## src/rtl/byte_out_fifo.sv

```systemverilog
// Output byte FIFO for the decoder's byte packer: first-word-fall-through head,
// valid/ready drain, and a sticky overflow flag with a saturating drop counter.
module byte_out_fifo #(
   parameter int ADDR_W = 4
) (
   input  logic              clk,
   input  logic              rst_n,
   input  logic [7:0]        byte_i,
   input  logic              byte_valid_i,
   output logic [7:0]        data_o,
   output logic              valid_o,
   input  logic              ready_i,
   output logic [ADDR_W:0]   count_o,
   output logic              full_o,
   output logic              empty_o,
   output logic              overflow_o,
   output logic [7:0]        drop_cnt_o,
   input  logic              clr_ovf_i
);

   localparam int DEPTH = 2 ** ADDR_W;
   localparam logic [ADDR_W:0] FULL_CNT = {1'b1, {ADDR_W{1'b0}}};

   logic [7:0]        mem [DEPTH];
   logic [ADDR_W-1:0] wr_ptr;
   logic [ADDR_W-1:0] rd_ptr;
   logic [ADDR_W:0]   count;
   logic              push;
   logic              pop;
   logic              drop;

   always_comb begin
      full_o  = (count == FULL_CNT);
      empty_o = (count == '0);
      valid_o = !empty_o;
      count_o = count;
      pop     = valid_o & ready_i;
      // A full FIFO still accepts a byte when the head leaves in the same cycle.
      push    = byte_valid_i & (!full_o | pop);
      drop    = byte_valid_i & full_o & !pop;
      data_o  = empty_o ? '0 : mem[rd_ptr];
   end

   always_ff @(posedge clk) begin
      if (push) begin
         mem[wr_ptr] <= byte_i;
      end
   end

   always_ff @(posedge clk or negedge rst_n) begin
      if (!rst_n) begin
         wr_ptr <= '0;
         rd_ptr <= '0;
         count  <= '0;
      end else begin
         if (push) begin
            wr_ptr <= wr_ptr + 1'b1;
         end
         if (pop) begin
            rd_ptr <= rd_ptr + 1'b1;
         end
         if (push && !pop) begin
            count <= count + 1'b1;
         end else if (pop && !push) begin
            count <= count - 1'b1;
         end
      end
   end

   always_ff @(posedge clk or negedge rst_n) begin
      if (!rst_n) begin
         overflow_o <= 1'b0;
         drop_cnt_o <= '0;
      end else if (clr_ovf_i) begin
         overflow_o <= 1'b0;
         drop_cnt_o <= '0;
      end else if (drop) begin
         overflow_o <= 1'b1;
         if (drop_cnt_o != '1) begin
            drop_cnt_o <= drop_cnt_o + 1'b1;
         end
      end
   end

endmodule

```

## config.mk

```make
export PLATFORM = sky130hd
export DESIGN_NAME = byte_out_fifo
export DESIGN_NICKNAME = d
export VERILOG_FILES = /design/src/rtl/byte_out_fifo.sv
export SDC_FILE = /design/constraint.sdc
export NUM_CORES = 1
export LEC_CHECK = 0
export CAP_MARGIN = 40
export CELL_PAD_IN_SITES_DETAIL_PLACEMENT = 1
export CELL_PAD_IN_SITES_GLOBAL_PLACEMENT = 2
export CORE_MARGIN = 1.5
export CORE_UTILIZATION = 48
export CTS_CLUSTER_SIZE = 25
export DETAILED_ROUTE_END_ITERATION = 10
export PLACE_DENSITY_LB_ADDON = 0.25
export SLEW_MARGIN = 20
export SYNTH_ARGS = -nofsm -noshare
export SYNTH_HDL_FRONTEND = slang
export SYNTH_SLANG_ARGS = --single-unit
```

## constraint.sdc

```tcl
create_clock -name clk -period 6.9 [get_ports clk]
set_input_delay 1.38 -clock clk [delete_from_list [all_inputs] [get_ports clk]]
set_output_delay 1.38 -clock clk [all_outputs]
set_load 0.05 [all_outputs]
```

Yosys cells after proc, flatten, opt, wreduce, memory -nomap -nowiden
Memory sizes are Yosys's and may differ from the RTL's.
Index checks and enable logic that the tools add are counted.
{"block": "totals", "ff_bits": 22, "ramBits": 128, "inputBits": 13, "output_inout_bits": 25, "word_cells": 39, "mem_count": 1}
{"block": "classes", "add_sub_neg": 5, "eq_ne": 2, "muxes": 10, "bitwise": 5, "reduce_logical": 11}
{"memory": "mem", "words": 16, "width": 8, "rd": 1, "rd_ports_with_merged_regs": 0, "wr": 1, "line_no": "24", "rtl": "logic [7:0] mem [DEPTH];"}
{"cell": "$mux 8", "n": 4}
{"cell": "$mux 5", "n": 2}
{"cell": "$add 4x1->4 const B", "n": 2}
{"cell": "$add 8x1->8 const B", "n": 1}
{"cell": "$ne 8x8->1 const B", "n": 1}
{"cell": "$reduce_bool 2->1", "n": 3}
{"cell": "$add 5x1->5 const B", "n": 1}
{"cell": "$eq 5x5->1 const B", "n": 1}
{"cell": "$logic_not 5->1", "n": 1}
{"cell": "$sub 5x1->5 const B", "n": 1}
{"cell": "$and 1x1->1", "n": 4}
{"cell": "$logic_not 1->1", "n": 4}
{"cell": "$mux 1", "n": 4}
{"cell": "$logic_and 1x1->1", "n": 2}
{"cell": "$reduce_and 2->1", "n": 1}
{"cell": "$or 1x1->1", "n": 1}

Logic depth before layout (Yosys ltp)
{"block": "depth", "depth_word": 9, "ltp_mapped": 9, "ltp_nobuf": 9}

Worst setup path before layout
No wires, ideal clock.
{"block": "synth_path", "path_kind": "flip-flop to output port", "from": "register count[0] (netlist: count_o[0])", "to": "output port data_o[0]", "arrival_time_ps": 2564, "required_ps": 5520, "setup_slack_ps": 2956, "path_stages_with_launch": 6, "n_path_buf": 1, "cell_sequence": "dfrtp_1 nor4_4 nand2_1 clkbuf_1 o21ai_0 a21oi_1"}
{"block": "synth_between", "elab_chain_len": 2}
{"item": "from (decl)", "line_no": "27", "rtl": "logic [ADDR_W:0] count;"}
{"item": "from (signal assigned)", "line_no": "63", "rtl": "count <= count + 1'b1;"}
{"item": "from (signal assigned)", "line_no": "65", "rtl": "count <= count - 1'b1;"}
{"item": "$logic_not 5->1", "line_no": "34", "rtl": "empty_o = (count == '0);"}
{"item": "$mux 8", "line_no": "41", "rtl": "data_o = empty_o ? '0 : mem[rd_ptr];"}
{"item": "to (decl)", "line_no": "10", "rtl": "output logic [7:0] data_o,"}
Every way passes these cells.

Worst setup path in the final report
{"block": "layout_path", "from": "register rd_ptr[1]", "to": "output port data_o[3]"}
{"block": "layout_between", "elab_chain_len": 2}
{"item": "from (decl)", "line_no": "26", "rtl": "logic [ADDR_W-1:0] rd_ptr;"}
{"item": "from (signal assigned)", "line_no": "60", "rtl": "rd_ptr <= rd_ptr + 1'b1;"}
{"item": "$mem_v2 16x8"}
{"item": "$mux 8", "line_no": "41"}
Every way passes these cells.

==> summary.txt <==
Outcome
  – Status: finished, final reports clean

Layout
  – Fillers: 1154
  – Area of the multi-input gates: 1730 um^2
  – # diodes: 0
  – Final net count: 432
  – Layout cells sized above 1: 22.8%
  – Sequential cell area: 4400 um^2
  – Area growth syn-to-layout: 20.3%

Job
  – Max-Cap Viols: 0

Placement
  – Gpl congestion: 0.743
  – Buffers on Ports: 37
  – Setup Slack @ Placement: 2.69 ns
  – Detailed placer's ending HPWL: 8830 um

STA
  – Fin worst setup slack: 2.36 ns
  – Worst-Margin Slew: 0.742 ns
  – Unrepaired setup endpoints after global routing: no
  – Finish-stage setup viols: 0
  – Setup TNS: 0 ns
  – Post-layout min period: 4.54 ns
  – Clock skew: 0.00610 ns
  – Final Hold Fails: 0
  – Final Cycle Share: 65.8%
  – Max frequency: 220 MHz
  – Rel. slew slack: 50.4%
  – Final Max Tran Viols: 0

Logic synthesis
  – Yosys cell types: 35
  – FFs w/ async S/R, synth: 14.7%
  – Mapped Area: 6240 um^2
  – FF+latch count, synth: 150
  – Avg Inst Size Synth: 17.8 um^2
  – Syn nets: 375
  – Synthesized instance count: 351
  – Ys flop type: edfxtp_1
  – Ys Warns: 0
  – Sequential share of the synthesized area: 70.4%
  – Number of synthesized flops with an enable pin: 128

Global route
  – Residual overflow from global routing: 0
  – First-pass GRT wire length: 20700 um
  – GRT Overall Usage: 21.7%
  – Vias in the first global route: 3542
  – Initial antenna violation count: 0
  – Largest net degree at the start of global routing: 26

Pwr
  – Pwr/cell area: 444 nW/um^2
  – Reg power frac: 36.9%
  – Switch share: 34.6%
  – Leak: 2.56 nW
  – Clock share of power: 27.7%
  – Int Pwr: 0.00218 W
  – Sw Pwr: 0.00115 W
  – Gate power share: 35.4%
  – Worst VDD drop: 0.216 mV

Route
  – Average wire per standard cell: 22.6 um
  – Routed WL: 13400 um
  – 1st-pass router iterations: 4
  – 1st-iter DRT viols: 194
  – Via count: 3334
  – DRC viols: 0
  – DR vias/cell: 5.62
  – Detail Route Antenna Nets: 0

CTS
  – Htree depth: 4
  – CTS sink cnt: 150
  – Post-CTS setup repair buffer count: 0
  – CTS Buffer Depth: 2
  – Clock transition at path regs: 0.06 ns
  – Clk_lat worst skew: 0.42 ns
  – Hold buffers post-CTS: 0
  – TritonCTS clock tree: yes
  – Resized cells post-CTS: 0
  – Root Driver: clkbuf_16
  – Total CTS buffers: 17

Worst setup path
  – Setup crit start kind: register
  – Crit Path Category: reg2out
  – CP Capture Type: primary output
  – CP arrival: 3.16 ns
  – Critical path required time: 5.52 ns
  – CP max FO: 23

Floorplan
  – Initial Util: 49.3%
  – Core Footprint: 12700 um^2
  – Die area: 13700 um^2
  – Die Y: 117 um
  – # rows: 41
  – Die Span X: 117 um
  – I/O pin count: 38

Worst hold path
  – Min-Delay Path Class: reg2reg
[cell type report]
class                      instances  share of cell area (%)
inverter                          10                   0.500
clock buffer                      19                    5.76
sequential                       150                    58.5
tap                              172                    2.87
clock inverter                    13                    2.05
timing repair buffer              57                    7.25
multi-input combinational        172                    23.1
[layout by cell type (no fill, tap or decap), types with 3 or more instances in the layout]
cell             count
xnor2_1              7
mux2_2              10
nor3_1               5
mux4_2              32
nand2_1             12
dfrtp_1             21
inv_1               10
nor2_1              15
clkdlybuf4s50_1     37
mux2i_1              9
a21o_1               3
buf_4               17
edfxtp_1           128
inv_6                3
or4_1                5
o31ai_1              4
bufinv_16            3
a21oi_1             19
clkbuf_16           17
clkinv_1             3
o41ai_1              3
ha_1                10
nand3_1              6
o21ai_0             14
[registers in the layout, indices dropped and copies added, names as in the netlist]
name / flops
count_o: 5
drop_cnt_o: 8
mem: 128
overflow_o: 1
rd_ptr: 4
wr_ptr: 4
[power groups by stage]
stage / sequential, W / clock (W) / combinational [W]
after floorplan: 0.00122 / 0 / 0.000834
after global placement: 0.00128 / 0 / 0.00108
after detailed placement: 0.00125 / 0 / 0.00118
after CTS: 0.00123 / 0.000934 / 0.00119
after global routing: 0.00125 / 0.000962 / 0.00126
final: 0.00123 / 0.000921 / 0.00118
[cell usage after synthesis (4+ instances only)]
master	instances	area [um^2]
a21oi_1	19	95.1
buf_2	7	35.0
clkbuf_1	7	26.3
dfrtp_1	22	551
edfxtp_1	128	3840
ha_1	10	125
inv_1	10	37.5
mux2_2	10	113
mux2i_1	9	90.1
mux4_2	32	721
nand2_1	12	45.0
nand3_1	6	30.0
nor2_1	15	56.3
nor3_1	7	35.0
o21ai_0	14	70.1
o31ai_1	4	30.0
or4_1	5	37.5
xnor2_1	7	61.3
[per-layer routing]
metal  routed length (um)  up-vias  GRT usage, %
met5                    0        -             0
met4                  270        0          8.84
met3                  382       24          3.96
met2                 6760       60          35.0
met1                 5990     1739          29.5
li1                     -     1511             -
[through the flow]
step	area (um^2)	utilization (%)	total power [W]	hold WS, ns	std cells
2_1_floorplan	6240	-	0.00205	0.574	351
4_1_cts	7460	58.9	0.00336	0.546	586
6_report	7510	59.3	0.00333	0.537	593
5_1_grt	7510	59.3	0.00348	0.594	593
3_5_place_dp	6870	54.2	0.00243	0.534	554
3_3_place_gp	6780	53.5	0.00237	0.500	545
[cell families after synthesis]
kind of cell | share of synthesized area, %
xor+xnor | 1.26
mux | 14.8
flops | 70.4
simple gates | 4.95
buf+inv | 2.06
compound gates | 4.25
fa+ha+maj | 2.32
[worst max-delay path, cell delays in order (launching register included)]
cell	delay, ns
dfrtp_2	0.67
buf_12	0.25
mux4_2	0.51
mux2_2	0.29
o21ai_0	0.17
a21oi_1	0.09
clkdlybuf4s50_1	0.75
[path summary, 6_finish.rpt]
check / depth (start not counted) / end / from / slack, ns
max: 6 / data_o[3] / rd_ptr[1] / 2.36
min: 2 / overflow_o / overflow_o / 0.54
max in group asynchronous: 2 / count_o[3] / rst_n / 4.97
min in group asynchronous: 1 / drop_cnt_o[0] / rst_n / 1.39
max reg2reg: 8 / count_o[4] / count_o[1] / 3.83
min reg2reg: 2 / overflow_o / overflow_o / 0.54
(Power assumes the default switching activity.)
